### src/rtl/sp_mem_arb_pkg.sv
// Shared constants and round-robin pick helper for sp_mem_arbiter.
// Used by rr_arbiter and the sp_mem_arbiter top.
package sp_mem_arb_pkg;

  localparam int DefNumReq    = 4;
  localparam int DefDataWidth = 8;
  localparam int DefDataDepth = 4096;

  // Widest requester vector the pick helper handles.
  localparam int MaxReq = 32;

  typedef struct packed {
    logic       found;
    logic [4:0] idx;
  } pick_t;

  // First valid index at or after ptr, wrapping at n.
  function automatic pick_t rr_pick(
    input logic [MaxReq-1:0] valid,
    input int unsigned       n,
    input int unsigned       ptr
  );
    pick_t       p;
    int unsigned i;
    p = '0;
    for (int unsigned k = 0; k < MaxReq; k++) begin
      i = ptr + k;
      if (i >= n) i = i - n;
      if (k < n && !p.found && valid[i[4:0]]) begin
        p.found = 1'b1;
        p.idx   = i[4:0];
      end
    end
    return p;
  endfunction

endpackage

### src/rtl/rr_arbiter.sv
// Round-robin arbiter: one-hot grant from valid and ptr_q.
// ptr_q moves past the winner on every grant.
module rr_arbiter
  import sp_mem_arb_pkg::*;
#(
  parameter int NumReq   = DefNumReq,
  parameter int IdxWidth = (NumReq <= 1) ? 1 : $clog2(NumReq)
) (
  input  logic                clk_i,
  input  logic                rst_ni,
  input  logic [NumReq-1:0]   valid_i,
  output logic [NumReq-1:0]   grant_o,
  output logic [IdxWidth-1:0] idx_o,
  output logic                found_o
);

  logic [IdxWidth-1:0] ptr_q, ptr_d;
  logic [MaxReq-1:0]   valid_ext;
  pick_t               pick;

  assign valid_ext = MaxReq'(valid_i);
  assign pick      = rr_pick(valid_ext, NumReq, 32'(ptr_q));
  assign idx_o     = pick.idx[IdxWidth-1:0];
  assign found_o   = pick.found;

  // One-hot grant for the picked requester.
  always_comb begin
    grant_o = '0;
    if (pick.found) grant_o[idx_o] = 1'b1;
  end

  // Next pointer: one past the winner, wrapping.
  always_comb begin
    ptr_d = ptr_q;
    if (pick.found) begin
      if (int'(idx_o) == NumReq - 1) ptr_d = '0;
      else ptr_d = idx_o + IdxWidth'(1);
    end
  end

  // Pointer register.
  always_ff @(posedge clk_i or negedge rst_ni) begin
    if (!rst_ni) ptr_q <= '0;
    else ptr_q <= ptr_d;
  end

endmodule

### src/rtl/sp_mem_arbiter.sv
// Round-robin arbiter sharing one single-port memory.
// Define SP_MEM_ARB_WR_PRIO_EN to let writes pre-empt reads.
module sp_mem_arbiter
  import sp_mem_arb_pkg::*;
#(
  parameter int NumReq    = DefNumReq,
  parameter int DataWidth = DefDataWidth,
  parameter int DataDepth = DefDataDepth,
  parameter int AddrWidth = (DataDepth <= 1) ? 1 : $clog2(DataDepth),
  parameter int IdxWidth  = (NumReq <= 1) ? 1 : $clog2(NumReq)
) (
  input  logic                                clk_i,
  input  logic                                rst_ni,
  input  logic [NumReq-1:0]                   req_valid_i,
  output logic [NumReq-1:0]                   req_ready_o,
  input  logic [NumReq-1:0][AddrWidth-1:0]    req_addr_i,
  input  logic [NumReq-1:0]                   req_we_i,
  input  logic [NumReq-1:0][DataWidth-1:0]    req_wr_data_i,
  output logic [NumReq-1:0]                   rsp_valid_o,
  output logic signed [DataWidth-1:0]         rsp_rd_data_o,
  output logic [AddrWidth-1:0]                mem_addr_o,
  output logic                                mem_we_o,
  output logic signed [DataWidth-1:0]         mem_wr_data_o,
  input  logic signed [DataWidth-1:0]         mem_rd_data_i
);

  logic [NumReq-1:0]   compete;
  logic [NumReq-1:0]   grant;
  logic [IdxWidth-1:0] win;
  logic                found;
  logic                rd_grant;

  logic [NumReq-1:0]          rsp_valid_q, rsp_valid_d;
  logic signed [DataWidth-1:0] rsp_data_q, rsp_data_d;

`ifdef SP_MEM_ARB_WR_PRIO_EN
  logic [NumReq-1:0] wr_req;
  assign wr_req  = req_valid_i & req_we_i;
  assign compete = (|wr_req) ? wr_req : req_valid_i;
`else
  assign compete = req_valid_i;
`endif

  rr_arbiter #(
    .NumReq   (NumReq),
    .IdxWidth (IdxWidth)
  ) u_rr (
    .clk_i   (clk_i),
    .rst_ni  (rst_ni),
    .valid_i (compete),
    .grant_o (grant),
    .idx_o   (win),
    .found_o (found)
  );

  assign req_ready_o = grant;

  // Winner drives the memory port; idle port is all zero.
  always_comb begin
    mem_addr_o    = '0;
    mem_we_o      = 1'b0;
    mem_wr_data_o = '0;
    if (found) begin
      mem_addr_o    = req_addr_i[win];
      mem_we_o      = req_we_i[win];
      mem_wr_data_o = req_wr_data_i[win];
    end
  end

  assign rd_grant = found && !mem_we_o;

  // Read grants capture data; writes leave data untouched.
  always_comb begin
    rsp_valid_d = rd_grant ? grant : '0;
    rsp_data_d  = rd_grant ? mem_rd_data_i : rsp_data_q;
  end

  // Response registers.
  always_ff @(posedge clk_i or negedge rst_ni) begin
    if (!rst_ni) begin
      rsp_valid_q <= '0;
      rsp_data_q  <= '0;
    end else begin
      rsp_valid_q <= rsp_valid_d;
      rsp_data_q  <= rsp_data_d;
    end
  end

  assign rsp_valid_o   = rsp_valid_q;
  assign rsp_rd_data_o = rsp_data_q;

endmodule

### config.mk
export PLATFORM = sky130hd
export DESIGN_NAME = sp_mem_arbiter
export DESIGN_NICKNAME = d
export VERILOG_FILES = /design/src/rtl/sp_mem_arb_pkg.sv /design/src/rtl/rr_arbiter.sv /design/src/rtl/sp_mem_arbiter.sv
export SDC_FILE = /design/constraint.sdc
export NUM_CORES = 1
export LEC_CHECK = 0
export ABC_AREA = 1
export CAP_MARGIN = 20
export CELL_PAD_IN_SITES_DETAIL_PLACEMENT = 0
export CELL_PAD_IN_SITES_GLOBAL_PLACEMENT = 1
export CORE_MARGIN = 3
export CORE_UTILIZATION = 23
export CTS_CLUSTER_DIAMETER = 60
export CTS_CLUSTER_SIZE = 25
export DETAILED_ROUTE_END_ITERATION = 12
export PLACE_DENSITY_LB_ADDON = 0.1
export SETUP_SLACK_MARGIN = 0.1
export SYNTH_ARGS = -nofsm -noshare
export SYNTH_HDL_FRONTEND = slang
export SYNTH_SLANG_ARGS = --single-unit
### constraint.sdc
create_clock -name clk_i -period 5.2 [get_ports clk_i]
set_input_delay 1.3 -clock clk_i [delete_from_list [all_inputs] [get_ports clk_i]]
set_output_delay 1.3 -clock clk_i [all_outputs]
set_load 0.05 [all_outputs]
Word-level counts from Yosys, hierarchy flattened
Cells that the tools add are included.
{"block": "classes", "n_mux": 30, "order_cmp": 10, "n_reduce_logical": 9, "eq_ne": 1, "n_addsub": 8}
{"cell": "greater-or-equal comparator 32 x 3 -> 1 bit (second input constant)", "n": 3}
{"cell": "binary-select mux 12 bit (select 2 bit)", "n": 1}
{"cell": "< comparator 5 x 6 -> 1 bit (second input constant)", "n": 4}
{"cell": "2-to-1 mux 12 bit", "n": 2}
{"cell": "2-to-1 mux 6 bit", "n": 4}
{"cell": "binary-select mux 1 bit (select 5 bit)", "n": 4}
{"cell": "2-to-1 mux 5 bit", "n": 4}
{"cell": "binary-select mux 8 bit (select 2 bit)", "n": 1}
{"cell": "2-to-1 mux 8 bit", "n": 2}
{"cell": "subtractor 5 x 3 -> 5 bit (second input constant)", "n": 3}
{"cell": "2-to-1 mux 4 bit", "n": 2}
{"cell": "2-to-1 mux 1 bit", "n": 7}
{"cell": "adder 2 x 2 -> 3 bit (second input constant)", "n": 2}
{"cell": "logical AND 1 bit", "n": 5}
{"cell": "zero test 1 bit", "n": 4}
{"cell": "subtractor 2 x 3 -> 4 bit (second input constant)", "n": 1}
{"cell": "adder 2 x 1 -> 3 bit (second input constant)", "n": 1}
{"cell": "greater-or-equal comparator 2 x 3 -> 1 bit (second input constant)", "n": 1}
{"cell": "< comparator 2 x 3 -> 1 bit (second input constant)", "n": 1}
{"cell": "adder 2 x 1 -> 2 bit (second input constant)", "n": 1}
{"cell": "binary-select mux 1 bit (select 2 bit)", "n": 1}
{"cell": "demux 1 bit (select 2 bit)", "n": 1}
{"cell": "equality test 2 x 1 -> 1 bit (second input constant)", "n": 1}
{"cell": "greater-or-equal comparator 2 x 1 -> 1 bit (second input constant)", "n": 1}
{"cell": "2-to-1 mux 2 bit", "n": 1}
{"block": "totals", "reg_bits": 14, "elab_cells": 61, "in_bits": 98}

Longest topological paths before layout
{"block": "logic_depth", "ltp_word": 20, "ltp_mapped": 15}

By module
A second synthesis with hierarchy kept.
{"block": "hier_totals", "hier_cells": 299, "hier_area_um2": 1815.5}
{"mod": "sp_mem_arbiter", "instances": 1, "area_per_inst_um2": 1194.9, "cells_per_inst": 213}
{"mod": "rr_arbiter", "instances": 1, "area_per_inst_um2": 620.6, "cells_per_inst": 86}

Worst setup path after synthesis
OpenSTA, ideal clock, no wires.
{"block": "synth_path", "path_type": "in2out", "startpoint": "input port req_valid_i[3]", "endpoint": "output port mem_addr_o[10]", "required_time_ns": 3.900, "t_arrival_ns": 3.158, "stages": 13, "path_slack_ns": 0.742, "path_cell_list": "inv_1 nand2_1 nand3_1 nand2_1 inv_2 nand3_2 nand3_2 nand3_2 buf_6 buf_2 nand2_1 o211ai_1 a21oi_1"}
{"block": "synth_between", "elab_chain_cells": 15, "elab_cells_between_ends": 21}
{"item": "start: declaration", "line_no": "sp_mem_arbiter.sv:14", "rtl": "input logic [NumReq-1:0] req_valid_i,"}
{"item": "binary-select mux 1 bit (select 5 bit)", "line_no": "sp_mem_arb_pkg.sv:29", "rtl": "if (k < n && !p.found && valid[i[4:0]]) begin"}
{"item": "2-to-1 mux 1 bit (implied by the code)", "line_no": "sp_mem_arb_pkg.sv:29"}
{"item": "2-to-1 mux 6 bit", "line_no": "sp_mem_arb_pkg.sv:29"}
{"item": "zero test 1 bit", "line_no": "sp_mem_arb_pkg.sv:29"}
{"item": "logical AND 1 bit", "line_no": "sp_mem_arb_pkg.sv:29"}
{"item": "2-to-1 mux 6 bit", "line_no": "sp_mem_arb_pkg.sv:29"}
{"item": "zero test 1 bit", "line_no": "sp_mem_arb_pkg.sv:29"}
{"item": "logical AND 1 bit", "line_no": "sp_mem_arb_pkg.sv:29"}
{"item": "2-to-1 mux 6 bit", "line_no": "sp_mem_arb_pkg.sv:29"}
{"item": "zero test 1 bit", "line_no": "sp_mem_arb_pkg.sv:29"}
{"item": "logical AND 1 bit", "line_no": "sp_mem_arb_pkg.sv:29"}
{"item": "2-to-1 mux 6 bit *", "line_no": "sp_mem_arb_pkg.sv:29"}
{"item": "binary-select mux 12 bit (select 2 bit)", "line_no": "sp_mem_arbiter.sv:64", "rtl": "mem_addr_o = req_addr_i[win];"}
{"item": "2-to-1 mux 12 bit (implied by the code)", "line_no": "sp_mem_arbiter.sv:64"}
{"item": "2-to-1 mux 12 bit *", "line_no": "sp_mem_arbiter.sv:63", "rtl": "if (found) begin"}
{"item": "end: declaration", "line_no": "sp_mem_arbiter.sv:21", "rtl": "output logic [AddrWidth-1:0] mem_addr_o,"}
Every way passes the cells marked *; elsewhere a longest branch is shown, timed or not. The select of a mux whose other input is x is not followed.

Worst setup path after layout
{"block": "layout_path", "startpoint": "input port req_valid_i[0]", "endpoint": "output port mem_addr_o[2]"}
Same word-level chain as after synthesis.

==> results.ini <==
[routing]
first_pass_iters = 4
drt_wl_total_um = 6810
viasPerCell = 4.45
detail-route-antenna-nets = 0
wire_per_inst_um = 13.5
drt-initial-drc-count = 48
via_count = 2247
post-route-drc-count = 0

[cts]
clock_path_buffers = 2
cts_setup_buffers = 0
cts.sink_count = 14
ctsHtreeMaxLevel = 1
hold_buffers = 0
cts_resized = 0
clkTransAtPathRegs_ps = 60
clock_latency_ps = 240
cts_made_buffers = 3
cts_tree = built
root_buffer = clkbuf_8

[logic_synthesis]
syn_avg_cell_area_um2 = 6.02
netlist_area_um2 = 1730
synthCells = 287
syn-num-nets = 393
netlist-cell-type-count = 20
synth-seq-area-share = 0.203
yosysWarnings = 0
ys_ff_latch = 14

[global_routing]
grtUsageTotal = 0.150
grt_max_degree = 66
grt_pass1_wl_um = 10500
grt_pass1_vias = 2013
antenna_found_initial = 0
grt.overflow.total = 0

[run_status]
status = completed

[critical_path]
end_kind = output pin
worstPathRequired_ps = 3900
crit_path_max_fanout = 65
cp-start-kind = input port
cp.arrival_ps = 3550
critical_path_class = in -> out
reg2reg_slack_ps = 2370

[sta]
fin_tns_setup_ps = 0
max_slew.worst_pin.slew_ps = 798
timing.final.crit_period_ps = 4850
fmax_mhz = 206
rsz0062_at_grt = false
setup_slack_ps = 353
clock_skew_ps = 1.29
finalSetupViolations = 0
maxSlewViolCount = 0
hold_viol_final = 0
fin_crit_sh = 0.932
maxSlewHeadroom = 0.467

[final_layout]
insertedDiodeCount = 0
nets = 517
layout_commonest_cell = clkdlybuf4s50_1
layout-drive-gt1-share = 0.105
final_cell_mix = clkdlybuf4s50_1, nand2_1, nor2_1
syn_to_final_growth_pct = 96.2
fillCellCount = 731

[floorplanning]
die_area_um2 = 8590
initial_core_util = 0.246
die_width_um = 92.7
die_h_um = 92.7
core-area_um2 = 7020
ios = 135
placementRows = 30

[run]
drv_cap = 0

[place]
dpl.hpwl_um = 5190
dp_slack_ps = 304
port-buffer-count = 134
gp_congestion = 0.844

[min_path]
hp-class = reg -> reg

## cells by family (layout without fill, tap and decap cells)
| family | Yosys count | after routing | synth area share |
|---|---|---|---|
| adders and majority gates | 8 | 8 | 0.0579 |
| AOI/OAI and AO/OA | 64 | 64 | 0.221 |
| and+or+nand+nor | 143 | 143 | 0.366 |
| DFF | 14 | 14 | 0.203 |
| buffers and inverters | 58 | 180 | 0.153 |
## cell type report
cell class | instances | area, um2 | share of cell area
clock buffer | 3 | 41.3 | 0.0122
inverter | 40 | 150 | 0.0443
multi-input combinational | 215 | 1110 | 0.329
sequential | 14 | 350 | 0.103
tap | 96 | 120 | 0.0354
timing repair buffer | 137 | 1610 | 0.476
## sequential cells by signal, summed over array words and instances (netlist names)
register,cells
rsp_rd_data_o,8
u_rr.ptr_q,2
rsp_valid_o,4
## worst max-delay path: stages
cell             delay (ps)
clkdlybuf4s50_1         470
nand2_1                  80
nand3_2                 130
nand3_2                 130
a21oi_1                 160
nand2_1                 130
nand3_2                 140
buf_12                  260
nor2_1                   70
nor2_1                  100
o21ai_1                 110
a21oi_1                 250
buf_12                  180
## synth_stat cells, drive strengths merged
cell type / n / share of area
a21oi: 23 / 0.073
nand4: 6 / 0.022
dfrtp: 14 / 0.20
nor3: 1 / 0.0094
inv: 40 / 0.087
o211ai: 20 / 0.087
clkbuf: 3 / 0.0065
nand2: 63 / 0.14
ha: 8 / 0.058
buf: 15 / 0.059
o21ai: 21 / 0.061
nor2: 45 / 0.098
nand3: 28 / 0.098
## routing by layer
layer | part of all wire | track usage
met2 | 0.44 | 0.240
met5 | 0 | 0
met1 | 0.47 | 0.212
met4 | 0.0065 | 0.0195
met3 | 0.082 | 0.0292
## path summary, 6_finish.rpt
kind / to / start / cells past startpoint
setup / recovery: mem_addr_o[2] / req_valid_i[0] / 13
hold / removal: rsp_rd_data_o[6] / rsp_rd_data_o[6] / 2
setup reg to reg: rsp_rd_data_o[4] / u_rr.ptr_q[0] / 14
hold reg to reg: rsp_rd_data_o[6] / rsp_rd_data_o[6] / 2
max in group asynchronous: u_rr.ptr_q[1] / rst_ni / 1
min in group asynchronous: rsp_rd_data_o[6] / rst_ni / 1
## per-stage QoR
| stage | cell area (um2) | cells | utilization | hold slack (ps) |
|---|---|---|---|---|
| 6_report | 3390 | 505 | 0.483 | 469 |
| 5_1_grt | 3390 | 505 | 0.483 | 489 |
| 4_1_cts | 3390 | 505 | 0.483 | 476 |
| 3_5_place_dp | 3350 | 502 | 0.477 | 461 |
| 3_3_place_gp | 3350 | 502 | 0.477 | 456 |
| 2_1_floorplan | 1730 | 287 | - | 666 |
Power is not shown: default switching activity piles up to over one toggle a cycle in this logic, so the estimate is an artifact.
